$ cat config.mk
export PLATFORM = sky130hd
export DESIGN_NAME = fifo_write_ctrl_flat
export DESIGN_NICKNAME = d
export VERILOG_FILES = /design/src/rtl/fifo_write_ctrl_if.sv /design/src/rtl/fifo_write_ctrl.sv /design/src/flat_wrapper.sv
export SDC_FILE = /design/constraint.sdc
export NUM_CORES = 1
export LEC_CHECK = 0
export CORE_AREA = 2 2 45 47
export DETAILED_ROUTE_END_ITERATION = 6
export DIE_AREA = 0 0 47 49
export PLACE_DENSITY_LB_ADDON = 0.12
export RECOVER_POWER = 50
export SETUP_SLACK_MARGIN = 0.4
export SLEW_MARGIN = 20
export SYNTH_ARGS = -nofsm -noshare
export SYNTH_HDL_FRONTEND = slang
export SYNTH_SLANG_ARGS = --single-unit
$ cat constraint.sdc
create_clock -name i_clk -period 2.5 [get_ports i_clk]
set_input_delay 0.5 -clock i_clk [delete_from_list [all_inputs] [get_ports i_clk]]
set_output_delay 0.5 -clock i_clk [all_outputs]
set_load 0.02 [all_outputs]
$ cat src/rtl/fifo_write_ctrl_if.sv
// Write-side FIFO controller bus: upstream write request, read-side
// accepted-read pulse, and the RAM write strobe / address / status back out.
// The slave modport is used by fifo_write_ctrl; the master modport is used by
// whoever drives the requests and observes the status.
interface fifo_write_ctrl_if #(
  parameter int ADDR_W = 4
);
  logic              i_wen;
  logic              i_ren_ctrl;
  logic              i_err_clr;
  logic              o_wen_ctrl;
  logic [ADDR_W-1:0] o_waddr;
  logic              o_full;
  logic              o_almost_full;
  logic              o_empty;
  logic [ADDR_W:0]   o_count;
  logic              o_ovf;
  logic              o_udf;

  modport master (
    output i_wen, i_ren_ctrl, i_err_clr,
    input  o_wen_ctrl, o_waddr, o_full, o_almost_full, o_empty,
           o_count, o_ovf, o_udf
  );

  modport slave (
    input  i_wen, i_ren_ctrl, i_err_clr,
    output o_wen_ctrl, o_waddr, o_full, o_almost_full, o_empty,
           o_count, o_ovf, o_udf
  );
endinterface

$ cat src/rtl/fifo_write_ctrl.sv
// fifo_write_ctrl: write-side controller for the block FIFO.
// Gates upstream writes against occupancy, issues a registered RAM write
// strobe and address, tracks the occupancy count and decodes the status
// flags from it. Optional sticky overflow/underflow flags are enabled by
// defining FIFO_WR_ERR_EN; otherwise o_ovf/o_udf are tied low.
module fifo_write_ctrl #(
  parameter int DEPTH     = 16,
  parameter int ADDR_W    = 4,
  parameter int AF_MARGIN = 2
) (
  input  logic                 i_clk,
  input  logic                 i_rest,
  fifo_write_ctrl_if.slave     bus
);

  localparam int CNT_W = ADDR_W + 1;
  localparam logic [CNT_W-1:0]  DEPTH_C  = CNT_W'(DEPTH);
  localparam logic [CNT_W-1:0]  AF_C     = CNT_W'(DEPTH - AF_MARGIN);
  localparam logic [CNT_W-1:0]  CNT_ONE  = CNT_W'(1);
  localparam logic [ADDR_W-1:0] LAST_PTR = ADDR_W'(DEPTH - 1);
  localparam logic [ADDR_W-1:0] PTR_ONE  = ADDR_W'(1);

  logic [ADDR_W-1:0] wptr;
  logic [CNT_W-1:0]  count;
  logic              wen_q;
  logic [ADDR_W-1:0] waddr_q;
  logic              full;
  logic              empty;
  logic              accept;
  logic              rd_ok;

  // Status decoded from the registered count only, so there is no
  // combinational input-to-output path.
  assign full   = (count == DEPTH_C);
  assign empty  = (count == '0);
  assign accept = bus.i_wen & ~full;
  assign rd_ok  = bus.i_ren_ctrl & ~empty;

  // Write pointer, registered RAM strobe/address and occupancy count.
  always_ff @(posedge i_clk) begin
    if (!i_rest) begin
      wptr    <= '0;
      count   <= '0;
      wen_q   <= 1'b0;
      waddr_q <= '0;
    end else begin
      wen_q   <= accept;
      waddr_q <= wptr;
      if (accept) begin
        // Explicit wrap at DEPTH-1 so non-power-of-two depths work.
        wptr <= (wptr == LAST_PTR) ? '0 : wptr + PTR_ONE;
      end
      if (accept && !rd_ok) begin
        count <= count + CNT_ONE;
      end else if (!accept && rd_ok) begin
        count <= count - CNT_ONE;
      end
    end
  end

  assign bus.o_wen_ctrl    = wen_q;
  assign bus.o_waddr       = waddr_q;
  assign bus.o_full        = full;
  assign bus.o_almost_full = (count >= AF_C);
  assign bus.o_empty       = empty;
  assign bus.o_count       = count;

`ifdef FIFO_WR_ERR_EN
  logic ovf_q;
  logic udf_q;

  // Sticky error flags; a set in the same cycle as a clear takes priority.
  always_ff @(posedge i_clk) begin
    if (!i_rest) begin
      ovf_q <= 1'b0;
      udf_q <= 1'b0;
    end else begin
      if (bus.i_wen && full) begin
        ovf_q <= 1'b1;
      end else if (bus.i_err_clr) begin
        ovf_q <= 1'b0;
      end
      if (bus.i_ren_ctrl && empty) begin
        udf_q <= 1'b1;
      end else if (bus.i_err_clr) begin
        udf_q <= 1'b0;
      end
    end
  end

  assign bus.o_ovf = ovf_q;
  assign bus.o_udf = udf_q;
`else
  logic unused_err_clr;
  assign unused_err_clr = bus.i_err_clr;
  assign bus.o_ovf = 1'b0;
  assign bus.o_udf = 1'b0;
`endif

endmodule

$ cat src/flat_wrapper.sv
// flat-port wrapper written by rule: the top's interface ports become plain ports
module fifo_write_ctrl_flat 
#(
  parameter int DEPTH     = 16,
  parameter int ADDR_W    = 4,
  parameter int AF_MARGIN = 2
)
  (i_clk, i_rest, bus_i_wen, bus_i_ren_ctrl, bus_i_err_clr, bus_o_wen_ctrl, bus_o_waddr, bus_o_full, bus_o_almost_full, bus_o_empty, bus_o_count, bus_o_ovf, bus_o_udf);
  fifo_write_ctrl_if #(.ADDR_W(ADDR_W)) bus_i ();
  input  logic i_clk;
  input  logic i_rest;
  input wire logic [$bits(bus_i.i_wen)-1:0] bus_i_wen;
  input wire logic [$bits(bus_i.i_ren_ctrl)-1:0] bus_i_ren_ctrl;
  input wire logic [$bits(bus_i.i_err_clr)-1:0] bus_i_err_clr;
  output wire logic [$bits(bus_i.o_wen_ctrl)-1:0] bus_o_wen_ctrl;
  output wire logic [$bits(bus_i.o_waddr)-1:0] bus_o_waddr;
  output wire logic [$bits(bus_i.o_full)-1:0] bus_o_full;
  output wire logic [$bits(bus_i.o_almost_full)-1:0] bus_o_almost_full;
  output wire logic [$bits(bus_i.o_empty)-1:0] bus_o_empty;
  output wire logic [$bits(bus_i.o_count)-1:0] bus_o_count;
  output wire logic [$bits(bus_i.o_ovf)-1:0] bus_o_ovf;
  output wire logic [$bits(bus_i.o_udf)-1:0] bus_o_udf;
  assign bus_i.i_wen = bus_i_wen;
  assign bus_i.i_ren_ctrl = bus_i_ren_ctrl;
  assign bus_i.i_err_clr = bus_i_err_clr;
  assign bus_o_wen_ctrl = bus_i.o_wen_ctrl;
  assign bus_o_waddr = bus_i.o_waddr;
  assign bus_o_full = bus_i.o_full;
  assign bus_o_almost_full = bus_i.o_almost_full;
  assign bus_o_empty = bus_i.o_empty;
  assign bus_o_count = bus_i.o_count;
  assign bus_o_ovf = bus_i.o_ovf;
  assign bus_o_udf = bus_i.o_udf;
  fifo_write_ctrl #(.DEPTH(DEPTH), .ADDR_W(ADDR_W), .AF_MARGIN(AF_MARGIN)) u_core (.i_clk(i_clk), .i_rest(i_rest), .bus(bus_i));
endmodule
# [Word level (Yosys, flattened, before mapping)]
# Index checks and enable logic that the tools add are counted.
[totals] in_bits=5 out_inout_bits=15 regBits=14 wordCells=23
[op_classes] magnitude_cmp=1 addsub=3 n_reduce_logical=6 muxes=3 n_bitwise=4 eq_ne=2
[ops] op="two-way mux 5 bit" n=2
[ops] op="adder 5 x 1 -> 5 bit (second input constant)" n=1
[ops] op="equality test 5 bit (second input constant)" n=1
[ops] op="greater-or-equal comparator 5 x 4 -> 1 bit (second input constant)" n=1
[ops] op="zero test 5 bit" n=1
[ops] op="subtractor 5 x 1 -> 5 bit (second input constant)" n=1
[ops] op="adder 4 x 1 -> 4 bit (second input constant)" n=1
[ops] op="equality test 4 bit (second input constant)" n=1
[ops] op="two-way mux 4 bit" n=1
[ops] op="bitwise AND 1 bit" n=2
[ops] op="logical AND 1 bit" n=2
[ops] op="zero test 1 bit" n=2
[ops] op="inverter 1 bit" n=2
[ops] op="nonzero test 2 bit" n=1

# [Depth between registers and ports, before layout]
[depth] word_depth=7 depth_mapped=9 depth_no_buf=9

# [Least setup slack after synthesis]
# OpenSTA, ideal clock, no wires.
[synth_path] kind="reg-to-reg" startpoint="register u_core.count[0] (netlist: u_core.bus.o_count[0])" endpoint="register u_core.count[3] (netlist: u_core.bus.o_count[3])" path_stages_with_launch=10 setup_ns=0.062 period_less_slack_ns=2.417 arrival_time_ns=2.355 required_ns=2.438 slack_ns=0.083 n_path_buf=0 cell_sequence="dfxtp_1 > or4_1 > o21ai_0 > ha_1 > inv_1 > ha_1 > a21o_2 > a21oi_1 > or4b_1 > nand3_1"
[synth_via] elab_chain_len=6 word_cells_on_any_way=15 classes_between="2 x add/sub; 1 x eq/ne; 2 x mux; 4 x bitwise; 6 x reduce/logical"
[synth_lines] item="start: declaration" line="fifo_write_ctrl.sv:24" source="logic [CNT_W-1:0] count;"
[synth_lines] item="start signal: assignment" line="fifo_write_ctrl.sv:54" source="count <= count + CNT_ONE;"
[synth_lines] item="start signal: assignment" line="fifo_write_ctrl.sv:56" source="count <= count - CNT_ONE;"
[synth_lines] item="parallel branches: the longest is 6 deep, another holds subtractor 5 x 1 -> 5 bit"
# Parallel ways; which one is timed is not known. The select of a mux whose other input is x is not followed.
# A chain may end at the register's enable or synchronous reset.

# [Final worst setup path]
# Ends and elaborated chain as after synthesis.

==> out/metrics.cfg <==
[run_status]
outcome = completed

[synth]
synth.area.top_cells = dfxtp_1, ha_1, and2_1
syn_inst = 72
seq_area_frac_synth = 0.3916
synthTopCellsByCount = dfxtp_1, and2_1, ha_1
synth_top_cell_by_area = dfxtp_1
synth_most_common_cell = dfxtp_1
ys_async_sr_fraction = 0
avgSynthCellArea_um2 = 9.940
synth_area_um2 = 715.7
synth_edf_count = 0
ys_ff_latch = 14
ys.flop_type = dfxtp_1
synth_top_area_share = 0.3916
ys_types = 30
yosys_warnings = 0

[cts]
cts_root_buf = clkbuf_4
h-tree-depth = 1
clkLatencyLatePin_ns = 0.28
clk_path_buf_depth = 2
numCtsBuffers = 3
ctsHoldBuffers = 0
cts_tree = done
clock_sinks = 14
clk_pin_slew_ns = 0.09

[timing]
max_clock_freq_mhz = 431.3
period_share = 0.9275
setup_violations = 0
hold-worst-slack_ns = 0.5237
hold_viol_final = 0
rsz0062_at_grt = yes
max_slew_margin = 0.6651
post-route-worst-setup-slack_ns = 0.1814
finalCriticalPeriod_ns = 2.319
max_slew.worst_pin.slew_ns = 0.5007
slew_violations = 0
skew_ns = 0.004991

[drt]
drc_errors = 0
antenna_left = 0
num_vias = 584
drt_iter0_drc = 10
wl_um = 1365
routedWlPerCell_um = 10.92
drt-pass1-iter-count = 4
routed_via_density = 4.672

[run]
drv_cap = 0

[power_and_ir_drop]
pwr-share-clk = 0.118
power.leakage_nw = 0.4343
switching_power_w = 0.0005513
pwr-share-seq = 0.241
powerDensity_mw_per_mm2 = 1337
pwr-share-comb = 0.641
switching_share = 0.3985
p_int_w = 0.0008321
ir_worst_vdd_mv = 0.8089

[worst_setup_path]
worst_setup_path_end_kind = register
worstPathArrival_ns = 2.55
crit_type = register to register
critPathRequiredTime_ns = 2.73
cp_cell_sequence = or4_4, o21ai_2, ha_2, inv_4, ha_4, a21o_4, a21oi_2, or4b_1, nand3_1
max_stage_delay_ns = 0.53
crit_path_max_fanout = 5
slowest_stage = or4_4
start_kind = register

[final_layout]
synthToLayoutAreaGrowth_pct = 44.58
num-nets-final = 110
antennaDiodeCount = 0
drive_gt1_frac = 0.2959
multi_input_area_um2 = 464.2
fin_util = 0.5618
seq_area_um2 = 284.0
fillerInstances = 184
finalInstanceArea_mm2 = 0.001035

[grt]
grt_overflow = 0
grt_start_max_net_pins = 18
grt_pass1_vias = 540
grt_pass1_wl_um = 2297
globalRouteTotalUtil = 0.1374
antenna_found_initial = 0

[place]
io_buffers = 16
hpwlAfterDp_um = 960.6
placed_cell_area_um2 = 927.1
place_ws_ns = -0.02512
gp_congestion = 0.7589

[floorplan]
start_util = 0.3886
dieArea_mm2 = 0.002303
fp.dieW_um = 47
core-area_mm2 = 0.001842
fp-row-count = 16
io-pin-count = 20
die_y_um = 49

[min_path]
hp-class = register to register

[logic make-up after synthesis]
logic type               after synthesis  share of synthesized area
XOR/XNOR                               2                    0.02448
adder cells (fa/ha/maj)                6                     0.1154
flip-flops                            14                     0.3916
multiplexers                           5                    0.07168
AND/OR/NAND/NOR                       27                     0.2378
AO/OA/AOI/OAI                         12                     0.1171
other                                  1                   0.005240
buffers and inverters                  5                    0.03671
[sequential cells by signal, indices dropped and copies added (netlist names)]
| register | flops |
|---|---|
| u_core.bus.o_wen_ctrl | 1 |
| u_core.bus.o_count | 5 |
| u_core.wptr | 4 |
| u_core.bus.o_waddr | 4 |
[final timing paths]
kind,to,startpoint,cells after the start,slack [ns]
max reg2reg,u_core.bus.o_count[3],u_core.bus.o_count[0],9,0.18
max,u_core.bus.o_count[3],u_core.bus.o_count[0],9,0.18
min,u_core.bus.o_waddr[3],u_core.wptr[3],1,0.52
min reg2reg,u_core.bus.o_waddr[3],u_core.wptr[3],1,0.52
[power groups by stage]
stage	clock network (W)	logic [W]	registers, W
global route	0.000180	0.000973	0.000342
detailed placement	0	0.000731	0.000361
CTS	0.000168	0.000840	0.000341
finish	0.000164	0.000886	0.000334
floorplan	0	0.000426	0.000413
global placement	0	0.000720	0.000361
[cell type report]
type                    count  area share
clock buffers               4     0.03507
inverters                   1    0.006046
multi-input cells          54      0.4486
flip-flops and latches     14      0.2745
well taps                  27     0.03265
repair buffers             25      0.2031
[critical path, delay by kind of cell, from the launching register on]
family / cells / cell delay, ns
AO/OA/AOI/OAI: 3 / 0.27
adder cells (fa/ha/maj): 2 / 0.47
buffers and inverters: 1 / 0.06
AND/OR/NAND/NOR: 3 / 1.11
flip-flops: 1 / 0.34
[per-stage QoR]
stage | cells | power (W) | TNS, ns
floorplan | 73 | 0.0008392 | 0
global placement | 115 | 0.001081 | 0
CTS | 124 | 0.001349 | 0
detailed placement | 115 | 0.001092 | -0.03422
finish | 125 | 0.001383 | 0
global route | 125 | 0.001496 | 0
[metal layers]
| layer | up-vias | track usage | routed length [µm] |
|---|---|---|---|
| met1 | 263 | 0.2111 | 744 |
| met3 | 2 | 0.03333 | 57 |
| met4 | 0 | 0.05556 | 21 |
| met2 | 15 | 0.1804 | 541 |
| li1 | 304 | - | - |
| met5 | - | 0 | 0 |
[cells in the final DEF (no fill, tap or decap), types with 3 or more instances in the layout]
cell / count
nand2_1: 3
and2_0: 3
mux2i_1: 4
nor2b_1: 4
clkbuf_4: 3
dlygate4sd3_1: 5
clkdlybuf4s50_1: 9
and2_1: 4
nand3_1: 3
buf_4: 7
dfxtp_1: 13
[timing repair]
item,4_1_cts,5_1_grt
resized for setup,7,7
buffers inserted,5,1
endpoints found under the setup margin,5,7
pin swaps,6,1
(Power assumes the default switching activity.)
